`config.mk`:
```
export PLATFORM = sky130hd
export DESIGN_NAME = screen_dump_tx
export DESIGN_NICKNAME = d
export VERILOG_FILES = /design/src/rtl/console_pkg.sv /design/src/rtl/uart_tx.sv /design/src/rtl/screen_dump_tx.sv
export SDC_FILE = /design/constraint.sdc
export NUM_CORES = 1
export LEC_CHECK = 0
export CORE_MARGIN = 3
export CORE_UTILIZATION = 50
export CTS_BUF_LIST = sky130_fd_sc_hd__clkbuf_16
export CTS_CLUSTER_SIZE = 14
export DETAILED_ROUTE_END_ITERATION = 16
export PLACE_DENSITY = 0.72
export SLEW_MARGIN = 20
export SYNTH_ARGS = -nofsm -noshare
export SYNTH_HDL_FRONTEND = slang
export SYNTH_SLANG_ARGS = --single-unit
export TNS_END_PERCENT = 10
```
`constraint.sdc`:
```
create_clock -name clk -period 2.37 [get_ports clk]
set_input_delay 0.237 -clock clk [delete_from_list [all_inputs] [get_ports clk]]
set_output_delay 0.237 -clock clk [all_outputs]
set_load 0.01 [all_outputs]
```
`src/rtl/console_pkg.sv`:
```
// ============================================================================
// Module   : console_pkg
// Brief    : Shared serial-console constants, FSM encoding and char filter.
// Revision : 1.0
// ============================================================================
`default_nettype none

package console_pkg;

    localparam logic [7:0] c_ESC    = 8'h1b;
    localparam logic [7:0] c_LBRACK = 8'h5b;
    localparam logic [7:0] c_CAP_H  = 8'h48;
    localparam logic [7:0] c_CR     = 8'h0d;
    localparam logic [7:0] c_LF     = 8'h0a;
    localparam logic [7:0] c_SPACE  = 8'h20;

    localparam int c_DEFAULT_COLS = 80;
    localparam int c_DEFAULT_ROWS = 60;

    typedef enum logic [2:0] {
        S_IDLE  = 3'd0,
        S_HOME  = 3'd1,
        S_ADDR  = 3'd2,
        S_WAIT  = 3'd3,
        S_SEND  = 3'd4,
        S_CR    = 3'd5,
        S_LF    = 3'd6,
        S_DRAIN = 3'd7
    } dump_state_t;

    // Anything outside printable ASCII goes out as a space so the host never sees escapes.
    function automatic logic [7:0] printable(input logic [7:0] ch);
        return ((ch < 8'd32) || (ch > 8'd126)) ? c_SPACE : ch;
    endfunction

endpackage

`default_nettype wire

```
`src/rtl/uart_tx.sv`:
```
// ============================================================================
// Module   : uart_tx
// Brief    : 8N1 UART transmitter, LSB first, with valid/ready byte input.
// Revision : 1.0
// ============================================================================
`default_nettype none

module uart_tx
    import console_pkg::*;
#(
    parameter int CLKS_PER_BIT = 868
) (
    input  logic       clk,
    input  logic       rst,
    input  logic       byte_valid,
    input  logic [7:0] byte_data,
    output logic       byte_ready,
    output logic       tx
);

    localparam int                  c_BAUD_W    = (CLKS_PER_BIT > 1) ? $clog2(CLKS_PER_BIT) : 1;
    localparam logic [c_BAUD_W-1:0] c_BAUD_LAST = c_BAUD_W'(CLKS_PER_BIT - 1);

    logic                r_busy;
    logic [c_BAUD_W-1:0] r_baud;
    logic [3:0]          r_bit;
    logic [8:0]          r_shift;
    logic                r_tx;

    assign byte_ready = ~r_busy;
    assign tx         = r_tx;

    // r_bit 0 is the start bit, 1..8 data, 9 the stop bit; r_shift keeps the stop bit at its top.
    always_ff @(posedge clk) begin
        if (rst) begin
            r_busy  <= 1'b0;
            r_baud  <= '0;
            r_bit   <= '0;
            r_shift <= '1;
            r_tx    <= 1'b1;
        end else if (!r_busy) begin
            if (byte_valid) begin
                r_busy  <= 1'b1;
                r_baud  <= '0;
                r_bit   <= '0;
                r_shift <= {1'b1, byte_data};
                r_tx    <= 1'b0;
            end
        end else if (r_baud == c_BAUD_LAST) begin
            r_baud <= '0;
            if (r_bit == 4'd9) begin
                r_busy <= 1'b0;
                r_tx   <= 1'b1;
            end else begin
                r_bit   <= r_bit + 4'd1;
                r_tx    <= r_shift[0];
                r_shift <= {1'b1, r_shift[8:1]};
            end
        end else begin
            r_baud <= r_baud + c_BAUD_W'(1);
        end
    end

endmodule

`default_nettype wire

```
`src/rtl/screen_dump_tx.sv`:
```
// ============================================================================
// Module   : screen_dump_tx
// Brief    : Reads the text buffer and sends it over UART as a screen refresh.
// Revision : 1.0
// ============================================================================
`default_nettype none

module screen_dump_tx
    import console_pkg::*;
#(
    parameter int COLS         = c_DEFAULT_COLS,
    parameter int ROWS         = c_DEFAULT_ROWS,
    parameter int CLKS_PER_BIT = 868
) (
    input  logic        clk,
    input  logic        rst,
    input  logic        start,
    output logic        busy,
    output logic        done,
    output logic [12:0] rd_addr,
    input  logic [7:0]  rd_data,
    output logic        tx
);

    localparam int                 c_COL_W    = (COLS > 1) ? $clog2(COLS) : 1;
    localparam int                 c_ROW_W    = (ROWS > 1) ? $clog2(ROWS) : 1;
    localparam logic [c_COL_W-1:0] c_COL_LAST = c_COL_W'(COLS - 1);
    localparam logic [c_ROW_W-1:0] c_ROW_LAST = c_ROW_W'(ROWS - 1);

    dump_state_t        r_state;
    logic [c_COL_W-1:0] r_col;
    logic [c_ROW_W-1:0] r_row;
    logic [1:0]         r_home_idx;
    logic [12:0]        r_rd_addr;
    logic               r_byte_valid;
    logic [7:0]         r_byte_data;
    logic               w_byte_ready;
    logic               w_done;
    logic               w_launch;

    uart_tx #(
        .CLKS_PER_BIT (CLKS_PER_BIT)
    ) u_uart_tx (
        .clk        (clk),
        .rst        (rst),
        .byte_valid (r_byte_valid),
        .byte_data  (r_byte_data),
        .byte_ready (w_byte_ready),
        .tx         (tx)
    );

    // The last frame has finished exactly when the UART reports ready while draining.
    assign w_done   = (r_state == S_DRAIN) && w_byte_ready;
    assign w_launch = start && ((r_state == S_IDLE) || w_done);
    assign done     = w_done;
    assign busy     = (r_state != S_IDLE) && !w_done;
    assign rd_addr  = r_rd_addr;

    always_ff @(posedge clk) begin
        if (rst) begin
            r_state      <= S_IDLE;
            r_col        <= '0;
            r_row        <= '0;
            r_home_idx   <= '0;
            r_rd_addr    <= '0;
            r_byte_valid <= 1'b0;
            r_byte_data  <= '0;
        end else if (w_launch) begin
            r_state      <= S_HOME;
            r_col        <= '0;
            r_row        <= '0;
            r_home_idx   <= '0;
            r_rd_addr    <= '0;
            r_byte_valid <= 1'b1;
            r_byte_data  <= c_ESC;
        end else begin
            case (r_state)
                S_IDLE: ;
                S_HOME: if (w_byte_ready) begin
                    if (r_home_idx == 2'd2) begin
                        r_byte_valid <= 1'b0;
                        r_state      <= S_ADDR;
                    end else begin
                        r_home_idx  <= r_home_idx + 2'd1;
                        r_byte_data <= (r_home_idx == 2'd0) ? c_LBRACK : c_CAP_H;
                    end
                end
                S_ADDR: r_state <= S_WAIT;
                // The next character is fetched while the previous frame is still on the wire.
                S_WAIT: begin
                    r_byte_data  <= printable(rd_data);
                    r_byte_valid <= 1'b1;
                    r_state      <= S_SEND;
                end
                S_SEND: if (w_byte_ready) begin
                    if (r_col == c_COL_LAST) begin
                        r_byte_data <= c_CR;
                        r_state     <= S_CR;
                    end else begin
                        r_col        <= r_col + c_COL_W'(1);
                        r_rd_addr    <= r_rd_addr + 13'd1;
                        r_byte_valid <= 1'b0;
                        r_state      <= S_ADDR;
                    end
                end
                S_CR: if (w_byte_ready) begin
                    r_byte_data <= c_LF;
                    r_state     <= S_LF;
                end
                // Row-major scan, so row*COLS+col always advances by one.
                S_LF: if (w_byte_ready) begin
                    r_byte_valid <= 1'b0;
                    if (r_row == c_ROW_LAST) begin
                        r_state <= S_DRAIN;
                    end else begin
                        r_row     <= r_row + c_ROW_W'(1);
                        r_col     <= '0;
                        r_rd_addr <= r_rd_addr + 13'd1;
                        r_state   <= S_ADDR;
                    end
                end
                S_DRAIN: if (w_byte_ready) r_state <= S_IDLE;
                default: r_state <= S_IDLE;
            endcase
        end
    end

endmodule

`default_nettype wire
```
==> flow_summary.json <==
{
  "viasPerCell": 6.27,
  "postRouteWirelength_um": 8760,
  "synth_edf_count": 0,
  "layout-drive-gt1-share_pct": 8.33,
  "synth_top_cell_by_area": "sky130_fd_sc_hd__dfxtp_1",
  "yosys-mux-area-fraction_pct": 2.01,
  "grt_first_pass_wirelength_um": 14800,
  "finalSetupTns_ns": 0,
  "clock-skew-final_ns": 0.00463,
  "synthSimpleGateAreaFrac_pct": 29.0,
  "number_of_endpoints_failing_setup_at_the_final_stage": 0,
  "area.growth.synth_to_final_pct": 18.0,
  "finished_core_util_pct": 62.7,
  "floorplan.rows": 29,
  "static_leak_uw": 0.00137,
  "antenna_found_initial": 0,
  "globalplace.congestion": 0.840,
  "pin_count": 27,
  "vdd.ir_drop.worst_v": 0.000437,
  "worst_setup_path_startpoint": "r_state[1]$_SDFFE_PP0P_",
  "cp_data_required_time_ns": 2.13,
  "fin_hold_viols": 0,
  "path_cells": "and4b_1 -> clkdlybuf4s50_1",
  "holdBufCountCts": 0,
  "synth_compound_area_share_pct": 23.4,
  "timing.final.max_slew_violations": 0,
  "cts.reportedPaths.clkPinSlew_ns": 0.06,
  "synth_xor_xnor_area_share_pct": 1.51,
  "initial_core_util_pct": 53.2,
  "type_of_the_worst_setup_path": "reg2out",
  "floorplan.die.width_um": 89.6,
  "status": "completed",
  "detail-route-antenna-nets": 0,
  "max_cap_violations": 0,
  "cts_max_path_buffers": 2,
  "min-delay-start": "r_byte_data[7]$_SDFFE_PP0P_",
  "rr_startpoint": "u_uart_tx.r_baud[0]$_SDFFE_PP0P_",
  "synth_cells": 414,
  "count_of_state_elements_after_synthesis": 64,
  "postSynth.asyncResetShare_pct": 0,
  "die_area_um2": 8020,
  "drt-initial-drc-count": 316,
  "grt_usage_pct": 23.5,
  "pwr_density_cell_nw_per_um2": 613,
  "clock_tree.htree_level_count": 3,
  "dp_worst_setup_slack_ns": 0.388,
  "placeableCoreArea_um2": 6570,
  "slew_limit_headroom_pct": 61.1,
  "synth_top_flop_cell": "sky130_fd_sc_hd__dfxtp_1",
  "floorplan.die.height_um": 89.6,
  "share_of_the_cycle_needed_by_the_critical_path_after_routing_pct": 91.9,
  "fin_ws_ns": 0.193,
  "synth.yosys.seq_area_share_pct": 36.7,
  "cp_data_arrival_time_ns": 1.94,
  "cts_tree": "yes",
  "fmaxAchievable_ghz": 0.459,
  "synth_top_area_share_pct": 36.7,
  "ys_warn_count": 0,
  "syn_nets": 433,
  "largest_net_degree_at_the_start_of_global_routing": 36,
  "antenna_cells": 0,
  "slowest_delay_ns": 0.64,
  "syn-cell-area_um2": 3490,
  "synth_common_cells": "sky130_fd_sc_hd__dfxtp_1 (64), sky130_fd_sc_hd__a21oi_1 (29), sky130_fd_sc_hd__nand3_1 (25)",
  "drt-pass1-iter-count": 5,
  "cts.root.buffer_cell": "sky130_fd_sc_hd__clkbuf_16",
  "timing.final.crit_period_ns": 2.18,
  "cp_num_buf_inv": 1,
  "cp_launch_type": "flop",
  "yosys.cell_count.top_type": "sky130_fd_sc_hd__dfxtp_1",
  "dr_total_vias": 3366,
  "rsz_0062_raised_after_global_routing": "no",
  "synthesized_area_per_cell_um2": 8.43,
  "post_cts_resized": 0,
  "critical_path.top_delay_family": "flip-flops",
  "drc_errors": 0,
  "fin_nets": 460,
  "worst_slew_pin_slew_ns": 0.578,
  "worstPathMaxFanout": 16,
  "post_synth_num_cell_types": 57,
  "netlist_top_cells_area": "sky130_fd_sc_hd__dfxtp_1 (37%), sky130_fd_sc_hd__a21oi_1 (4.2%), sky130_fd_sc_hd__nand3_1 (3.6%)",
  "grt_pass1_vias": 3151,
  "routed_wire_length_per_instance_um": 16.3,
  "postCtsSetupBuffers": 0,
  "tritoncts.num_buffers": 9,
  "holdCritPathClass": "reg2reg",
  "place.detailed.hpwl_um": 5940,
  "timing.critical_path.to_type": "output pin",
  "final.fill_count": 563,
  "critical-path-slowest-cell": "sky130_fd_sc_hd__dfxtp_1",
  "grt-ovfl-total": 0,
  "clock_latency_ns": 0.33,
  "synth_top_family_by_area": "simple AND/OR/NAND/NOR gates",
  "clkSinkCount": 64,
  "portBuffers": 26,
  "yosys.area_share.adder_pct": 2.87
}
through the flow:
step           hold WS [ns]  instances  total power [uW]  instance area (um^2)
6_report              0.459        537              2530                  4120
5_1_grt               0.478        537              2620                  4120
4_1_cts               0.467        537              2540                  4120
3_5_place_dp          0.459        523              1400                  3870
3_3_place_gp          0.451        523              1400                  3870
2_1_floorplan         0.420        414              1310                  3490
metal layers:
metal	up-vias	GRT usage, %	routed length (um)
li1	1650	-	-
met1	1601	31.7	4220
met2	103	35.6	3960
met3	12	6.08	440
met4	0	9.47	141
met5	-	0	0
power by group:
group | total (uW) | switching [uW] | internal, uW
Combinational | 248 | 144 | 104
Clock | 1140 | 456 | 685
Sequential | 1140 | 27.0 | 1110
flip-flops by register name, summed over array words and instances (netlist names):
signal and cells:
rd_addr 13, u_uart_tx.r_baud 10, r_byte_data 8, u_uart_tx.r_shift 8, r_col 7, r_row 6, u_uart_tx.r_bit 4, r_state 3
r_home_idx 2, r_byte_valid 1, u_uart_tx.r_busy 1, u_uart_tx.tx 1
cell type report:
| class | count | area, um^2 | area share [%] |
|---|---|---|---|
| Multi-Input combinational cell | 312 | 2050 | 49.8 |
| Sequential cell | 64 | 1280 | 31.1 |
| Timing Repair Buffer | 40 | 365 | 8.87 |
| Clock buffer | 9 | 225 | 5.47 |
| Tap cell | 93 | 116 | 2.83 |
| Inverter | 14 | 52.6 | 1.28 |
| Clock inverter | 5 | 26.3 | 0.638 |
cell families after synthesis:
kind of cell,after synthesis
XOR/XNOR,6
flip-flops,64
buffers and inverters,38
AND/OR/NAND/NOR,172
AO/OA/AOI/OAI,119
multiplexers,7
adder cells (fa/ha/maj),8
layout by cell type, fill, tap and decap left out, drive strengths merged, types with 7 or more instances in the layout:
| master | synthesis | layout |
|---|---|---|
| nand4 | 10 | 10 |
| dfxtp | 64 | 64 |
| nand2 | 21 | 21 |
| nor2 | 21 | 21 |
| and2 | 7 | 7 |
| clkbuf | 16 | 9 |
| clkdlybuf4s50 | 0 | 26 |
| buf | 8 | 14 |
| mux2i | 7 | 7 |
| a21oi | 29 | 29 |
| or4 | 13 | 13 |
| inv | 13 | 13 |
| o31ai | 12 | 12 |
| a31oi | 8 | 8 |
| a221oi | 7 | 7 |
| nand3 | 25 | 25 |
| nor3 | 14 | 14 |
| o21ai | 22 | 22 |
| a311oi | 7 | 7 |
| ha | 8 | 8 |
| or3 | 15 | 15 |
| nor2b | 10 | 10 |
final timing paths:
check	end	slack (ns)	depth (start not counted)
setup / recovery	done	0.19	2
hold reg to reg	r_byte_data[7]$_SDFFE_PP0P_	0.46	2
setup reg to reg	u_uart_tx.r_bit[2]$_SDFFE_PP0P_	0.30	5
hold / removal	r_byte_data[7]$_SDFFE_PP0P_	0.46	2
tightest hold or removal path, cell delays in order, from the launching register on:
cell and delay, ns:
sky130_fd_sc_hd__dfxtp_1 0.32, sky130_fd_sc_hd__nand3_1 0.06, sky130_fd_sc_hd__nor2_1 0.03
Note: power is estimated with default switching activity, not from simulation.
